File: config.mk
export PLATFORM = sky130hd
export DESIGN_NAME = x_skid_fifo
export DESIGN_NICKNAME = d
export VERILOG_FILES = /design/src/rtl/x_common_pkg.sv /design/src/rtl/x_wrap_ctr.sv /design/src/rtl/x_skid_fifo.sv
export SDC_FILE = /design/constraint.sdc
export NUM_CORES = 1
export LEC_CHECK = 0
export ABC_AREA = 0
export CAP_MARGIN = 10
export CORE_MARGIN = 2
export CORE_UTILIZATION = 55
export CTS_CLUSTER_DIAMETER = 40
export DETAILED_ROUTE_END_ITERATION = 7
export PLACE_DENSITY_LB_ADDON = 0.15
export SETUP_SLACK_MARGIN = 0.3
export SYNTH_ARGS = -nofsm -noshare
export SYNTH_HDL_FRONTEND = slang
export SYNTH_HIERARCHICAL = 1
export SYNTH_SLANG_ARGS = --single-unit
File: constraint.sdc
create_clock -name clk -period 2.45 [get_ports clk]
set_clock_uncertainty 0.05 [all_clocks]
set_input_delay 0.3675 -clock clk [delete_from_list [all_inputs] [get_ports clk]]
set_output_delay 0.3675 -clock clk [all_outputs]
set_load 0.1 [all_outputs]
File: src/rtl/x_common_pkg.sv
// x_common_pkg: shared helpers for the x_* buffer blocks
package x_common_pkg;
  function automatic int clog2p1(input int n);
    return $clog2(n + 1);
  endfunction
endpackage

File: src/rtl/x_wrap_ctr.sv
// x_wrap_ctr: pointer register that wraps from MAX-1 back to 0 by explicit compare
module x_wrap_ctr #(
  parameter int MAX = 4
) (
  input  logic                   clk,
  input  logic                   rstn,
  input  logic                   inc,
  input  logic                   clr,
  output logic [$clog2(MAX)-1:0] q
);
  always_ff @(posedge clk or negedge rstn)
    if (!rstn) q <= '0;
    else if (clr) q <= '0;
    else if (inc) q <= (q == ($clog2(MAX))'(MAX - 1)) ? '0 : q + 1'b1;
endmodule

File: src/rtl/x_skid_fifo.sv
// x_skid_fifo: DEPTH-entry valid/ready elastic buffer with count, afull and flush
module x_skid_fifo import x_common_pkg::*; #(
  parameter  int D_WIDTH  = 16,
  parameter  int DEPTH    = 4,
  parameter  int AF_LEVEL = DEPTH - 1,
  localparam int CW       = clog2p1(DEPTH)
) (
  input  logic               clk,
  input  logic               rstn,
  input  logic               flush,
  input  logic               vldi,
  output logic               rdyi,
  input  logic [D_WIDTH-1:0] datai,
  output logic               vldo,
  input  logic               rdyo,
  output logic [D_WIDTH-1:0] datao,
  output logic [CW-1:0]      count,
  output logic               afull
);
  localparam int PW = $clog2(DEPTH);
  if (DEPTH < 2 || AF_LEVEL < 1 || AF_LEVEL > DEPTH) begin : g_bad_params
    $error("x_skid_fifo: DEPTH must be >= 2 and AF_LEVEL within 1..DEPTH");
  end
  logic [D_WIDTH-1:0] mem [DEPTH];
  logic [PW-1:0]      wp, rp;
  logic               push, pop;
  assign rdyi  = count != CW'(DEPTH);
  assign vldo  = count != '0;
  assign afull = count >= CW'(AF_LEVEL);
  assign push  = vldi & rdyi;
  assign pop   = vldo & rdyo;
  assign datao = mem[rp];
  x_wrap_ctr #(.MAX(DEPTH)) u_wp (.clk(clk), .rstn(rstn), .inc(push), .clr(flush), .q(wp));
  x_wrap_ctr #(.MAX(DEPTH)) u_rp (.clk(clk), .rstn(rstn), .inc(pop), .clr(flush), .q(rp));
  always_ff @(posedge clk or negedge rstn)
    if (!rstn) begin
      count <= '0;
      for (int i = 0; i < DEPTH; i++) mem[i] <= '0;
    end else begin
      if (flush) count <= '0;
      else if (push != pop) count <= push ? count + 1'b1 : count - 1'b1;
      if (push && !flush) mem[wp] <= datai;
    end
endmodule

Yosys cells after proc, flatten, opt, wreduce, memory -nomap -nowiden
Cells that the tools add are included.
W data, S select, Z words.
- register bits: 71
- latch bits: 0
- RAM bits: 0
- bits in read-only memories: 0
- input port bits: 21
- output and inout bits: 22
- logic and storage cells: 45
- memories kept: 0
- $add $sub $neg: 4
- multipliers: 0
- divide/modulo/power cells: 0
- order comparisons: 4
- equality and inequality tests: 4
- shift-type cells: 0
- mux-type cells: 15
- bitwise operators: 4
- reductions and logical operators: 7
- operator list (kind ; count):
    $bwmux W64 ; 1
    $mux W16 ; 3
    $bmux W16 S2 ; 1
    $demux W16 S2 ; 1
    $mux W2 ; 6
    $mux W3 ; 3
    $ge A3 B3 Y1 const B ; 2
    $not A2 Y3 ; 2
    $reduce_bool A2 Y1 ; 3
    $add A2 B1 Y2 const B ; 2
    $eq A2 B2 Y1 const B ; 2
    $add A3 B1 Y3 const B ; 1
    $ge A3 B2 Y1 const B ; 1
    $lt A3 B1 Y1 const B ; 1
    $ne A3 B3 Y1 const B ; 1
    $reduce_bool A3 Y1 ; 1
    $sub A3 B1 Y3 const B ; 1
    $and A1 B1 Y1 ; 2
    $logic_and A1 B1 Y1 ; 2
    $logic_not A1 Y1 ; 1
    $ne A1 B1 Y1 ; 1

Logic depth before layout (Yosys ltp)
- depth in word-level cells: 6
- gate-level depth with buffers: 7
- depth with buffers taken out: 6

Modules after synthesis
Netlist, hierarchy kept.
- by module, submodules not included (module ; instances ; cells each ; area an instance (µm²) ; seq. area each (µm²)):
    x_skid_fifo ; 1 ; 192 ; 3316.9 ; 1676.6
    x_wrap_ctr ; 2 ; 8 ; 100.1 ; 50.0

Least setup slack after synthesis
OpenSTA, ideal clock, no wires.
- path type: reg2out
- from: register count[0]
- to: output port afull
- data arrival time: 3.370 ns
- data required time: 2.033 ns
- slack: -1.338 ns
- cell stages (with the launch flop): 3
- path buffers: 0
- path through: dfrtp_1 -> inv_1 -> o21ai_0
- cells in the longest elaborated chain, start to end: 1
- RTL lines (element ; line ; text):
    start: declaration ; x_skid_fifo.sv:17 ; output logic [CW-1:0] count,
    start signal: assignment ; x_skid_fifo.sv:41 ; else if (push != pop) count <= push ? count + 1'b1 : count - 1'b1;
    $ge A3 B2 Y1 ; x_skid_fifo.sv:29 ; assign afull = count >= CW'(AF_LEVEL);
    end: declaration ; x_skid_fifo.sv:18 ; output logic afull
No other way between the ends.

Worst setup path in the final report
- from: register u_rp.q[0]
- to: output port datao[15]
- cells in the longest elaborated chain, start to end: 4
- RTL lines (element ; line ; text):
    start: declaration ; x_wrap_ctr.sv:9 ; output logic [$clog2(MAX)-1:0] q
    start signal: assignment ; x_wrap_ctr.sv:14 ; else if (inc) q <= (q == ($clog2(MAX))'(MAX - 1)) ? '0 : q + 1'b1;
    $not A2 Y3 (not written as such) ; x_skid_fifo.sv:32 ; assign datao = mem[rp];
    $bmux W16 S2 ; x_skid_fifo.sv:32 ;
    $mux W16 (not written as such) (2 in series) ; x_skid_fifo.sv:32 ;
    end: declaration ; x_skid_fifo.sv:16 ; output logic [D_WIDTH-1:0] datao,
No other way between the ends. The select of a mux whose other input is x is not followed.

==> run_results.csv <==
group,metric,value,unit
timing,fin_crit_sh,87.04,%
synthesis,synth.distinct_cells,32,
worst_setup_path,crit_chain,"buf_12 > mux4_2 > buf_12",
placed_design,dp_hpwl,4154,µm
grt,gr-usage-all-layers,20.65,%
grt,grt-ovfl-total,0,
synthesis,avgSynthCellArea,16.91,µm²
synthesis,synthesis.area,3517,µm²
floorplan,rows,29,
timing,max_freq,468.9,MHz
grt,grt_pass1_vias,2190,
clock_tree,cts_made_buffers,9,
floorplan,dieArea,7050,µm²
grt,grt_max_degree,50,
clock_tree,clk_latency,330,ps
status,status,"complete, no violations",
worst_setup_path,arrival,1720,ps
routing,drc,0,
worst_setup_path,cp_slowest_cell,"mux4_2",
routing,vias,1961,
worst_setup_path,worstReg2RegStart,"count[1]$_DFFE_PN0P_",
routing,viasPerCell,5.734,
timing,hold_violations,0,
routing,dr.pass1.iters,4,
synthesis,synth_compound_area_share,3.059,%
synthesis,synth_top_family_by_area,"multiplexers",
synthesis,ys_seq_area_share,50.52,%
timing,relSlewSlack,62.58,%
run,max-cap-violations,0,
timing,drv_slew,0,
worst_setup_path,crit_path_end_kind,"primary output",
timing,rsz0062_at_grt,"yes",
placed_design,io_buffers,42,
clock_tree,clockBufferDepth,2,
layout,regArea,1788,µm²
layout,drive_gt1_share,54.34,%
grt,antenna_found_initial,0,
floorplan,die_h,83.97,µm
routing,dr.first_iter.drc_count,67,
worst_setup_path,path_class,"flop to primary output",
timing,setup_violations,0,
synthesis,synth_fa_ha_area_share,1.281,%
timing,tightestPinTransition,561.4,ps
worst_setup_path,worst_ep_required_time,2030,ps
synthesis,ys_ff_latch,71,
synthesis,syn-instance-count,208,
worst_setup_path,crit_start,"u_rp/q[0]$_DFFE_PN0P_",
floorplan,floorplan.initialDensity,56.03,%
worst_hold_path,hold_path.class,"flop to flop",
clock_tree,clk_pin_slew_worst_paths,70,ps
layout,fillers,404,
layout,diodes,0,
grt,grt_pass1_wl,11070,µm
layout,final_core_util,70.86,%
synthesis,yosys.area_share.xor_xnor,0,%
floorplan,die_w,83.97,µm
worst_setup_path,critPathMaxFanout,8,
clock_tree,cts_max_level,3,
clock_tree,cts.sinks,71,
timing,hold_slack,448.2,ps
worst_setup_path,critical_path.max_stage_delay,570,ps
floorplan,coreArea,6277,µm²
timing,setup_slack,317.4,ps
synthesis,syn-num-nets,232,
layout,area_delta_synth_final,26.47,%
routing,drtAntennaViolNets,0,
layout,final_nets,285,
clock_tree,clk_root_buffer_cell,"clkbuf_8",
synthesis,synth.mux.area_fraction,36.18,%
routing,routed_wl,6457,µm
placed_design,gp_congestion,0.7924,
clock_tree,tritoncts,"built",
floorplan,pin_count,43,
worst_hold_path,hp-start,"mem[29]$_DFFE_PN0P_",
worst_setup_path,cpMostUsedCell,"buf_12",
routing,wire_per_inst,18.88,µm
layout,multi_input_area,1633,µm²
timing,tns,0,ps
synthesis,synthSimpleGateAreaFrac,5.087,%
timing,min_period,2133,ps
placed_design,place_ws,238.6,ps
synthesis,yosysWarnings,6,
worst_setup_path,cp-start-kind,"flop",
layer usage:
layer | vias to the layer above | part of all wire, % | wire length (µm) | GRT usage [%]
met3 | 11 | 3.1 | 202 | 4.253
met5 | - | 0 | 0 | 0
li1 | 879 | - | - | -
met2 | 41 | 47 | 3053 | 31.42
met4 | 0 | 2.3 | 147 | 9.091
met1 | 1030 | 47 | 3053 | 28.97
through the flow:
| stage | cell area, µm² | instances |
|---|---|---|
| finish | 4448 | 342 |
| global route | 4448 | 342 |
| CTS | 4446 | 342 |
| detailed placement | 4184 | 324 |
| global placement | 4184 | 324 |
| floorplan | 3547 | 208 |
kinds of logic (layout without fill, tap and decap cells):
group / after synthesis / count (layout)
multiplexers: 84 / 84
flip-flops: 71 / 71
AND/OR/NAND/NOR: 20 / 20
buffers and inverters: 16 / 73
AO/OA/AOI/OAI: 14 / 14
adder cells (fa/ha/maj): 3 / 3
placed cells by master (no fill, tap or decap), types with 2 or more instances in the layout:
master	netlist	routed
clkbuf_8	0	10
nand2b_1	2	2
o31ai_1	2	2
dfrtp_2	0	3
inv_1	5	5
buf_4	0	12
nor2_1	7	6
dfrtp_1	71	66
clkinv_2	0	2
mux2i_1	3	3
nand4b_4	2	2
bufinv_16	0	2
nand4_4	2	2
clkdlybuf4s50_1	0	19
ha_1	2	2
buf_12	4	19
mux4_2	16	16
dfrtp_4	0	2
or3b_1	3	2
a21oi_2	2	2
mux2_4	40	40
mux2_2	25	25
synthesized netlist by cell type:
master / instances / area share [%]
dfrtp_1: 71 / 51
mux2_4: 40 / 17
mux2_2: 25 / 8.0
mux4_2: 16 / 10
nor2_1: 7 / 0.75
inv_1: 5 / 0.53
buf_12: 4 / 2.3
buf_2: 3 / 0.43
clkbuf_1: 3 / 0.32
mux2i_1: 3 / 0.85
or3b_1: 3 / 0.75
a21oi_2: 2 / 0.50
ha_1: 2 / 0.71
nand2b_1: 2 / 0.36
nand4_4: 2 / 1.2
nand4b_4: 2 / 1.4
o21ai_0: 2 / 0.28
o31ai_1: 2 / 0.43
a211o_1: 1 / 0.25
a211oi_1: 1 / 0.21
a21oi_1: 1 / 0.14
a31o_2: 1 / 0.25
and2_1: 1 / 0.18
buf_6: 1 / 0.32
fa_1: 1 / 0.57
nand2_1: 1 / 0.11
nand3b_1: 1 / 0.21
nor2b_1: 1 / 0.18
o211a_1: 1 / 0.28
o211ai_1: 1 / 0.21
o21a_1: 1 / 0.21
o311a_1: 1 / 0.28
repair_timing:
action	in CTS	in global routing
resized for setup	4	2
hold buffers	1	0
hold endpoints to repair	22	0
buffers inserted	1	0
endpoints found under the setup margin	17	17
gates cloned	1	0
final timing paths:
| path | end | slack [ps] | cells after the start |
|---|---|---|---|
| setup / recovery | datao[15] | 320 | 3 |
| hold / removal | mem[29]$_DFFE_PN0P_ | 450 | 1 |
| setup reg to reg | count[2]$_DFFE_PN0P_ | 440 | 5 |
| hold reg to reg | mem[29]$_DFFE_PN0P_ | 450 | 1 |
| max in group asynchronous | mem[49]$_DFFE_PN0P_ | 1190 | 3 |
| min in group asynchronous | mem[59]$_DFFE_PN0P_ | 510 | 2 |
final cells by class:
cell class / instances / area share [%]
tap: 77 / 2.166
inverter: 5 / 0.4219
sequential: 71 / 40.20
timing repair buffer: 53 / 15.75
multi-input combinational: 121 / 36.71
clock buffer: 11 / 3.179
clock inverter: 4 / 1.575
critical path, delay by kind of cell (launching register included):
kind | cells | cell delay [ps]
muxes | 1 | 570
DFF | 1 | 450
buffers and inverters | 2 | 370
registers in the layout, summed over array words and instances, names as in the netlist:
register,count
count,3
mem,64
u_rp/q,2
u_wp/q,2
Power is left out: the tool's default activity adds up to more than one toggle a clock period on the data nets, which glitch-free logic cannot reach.
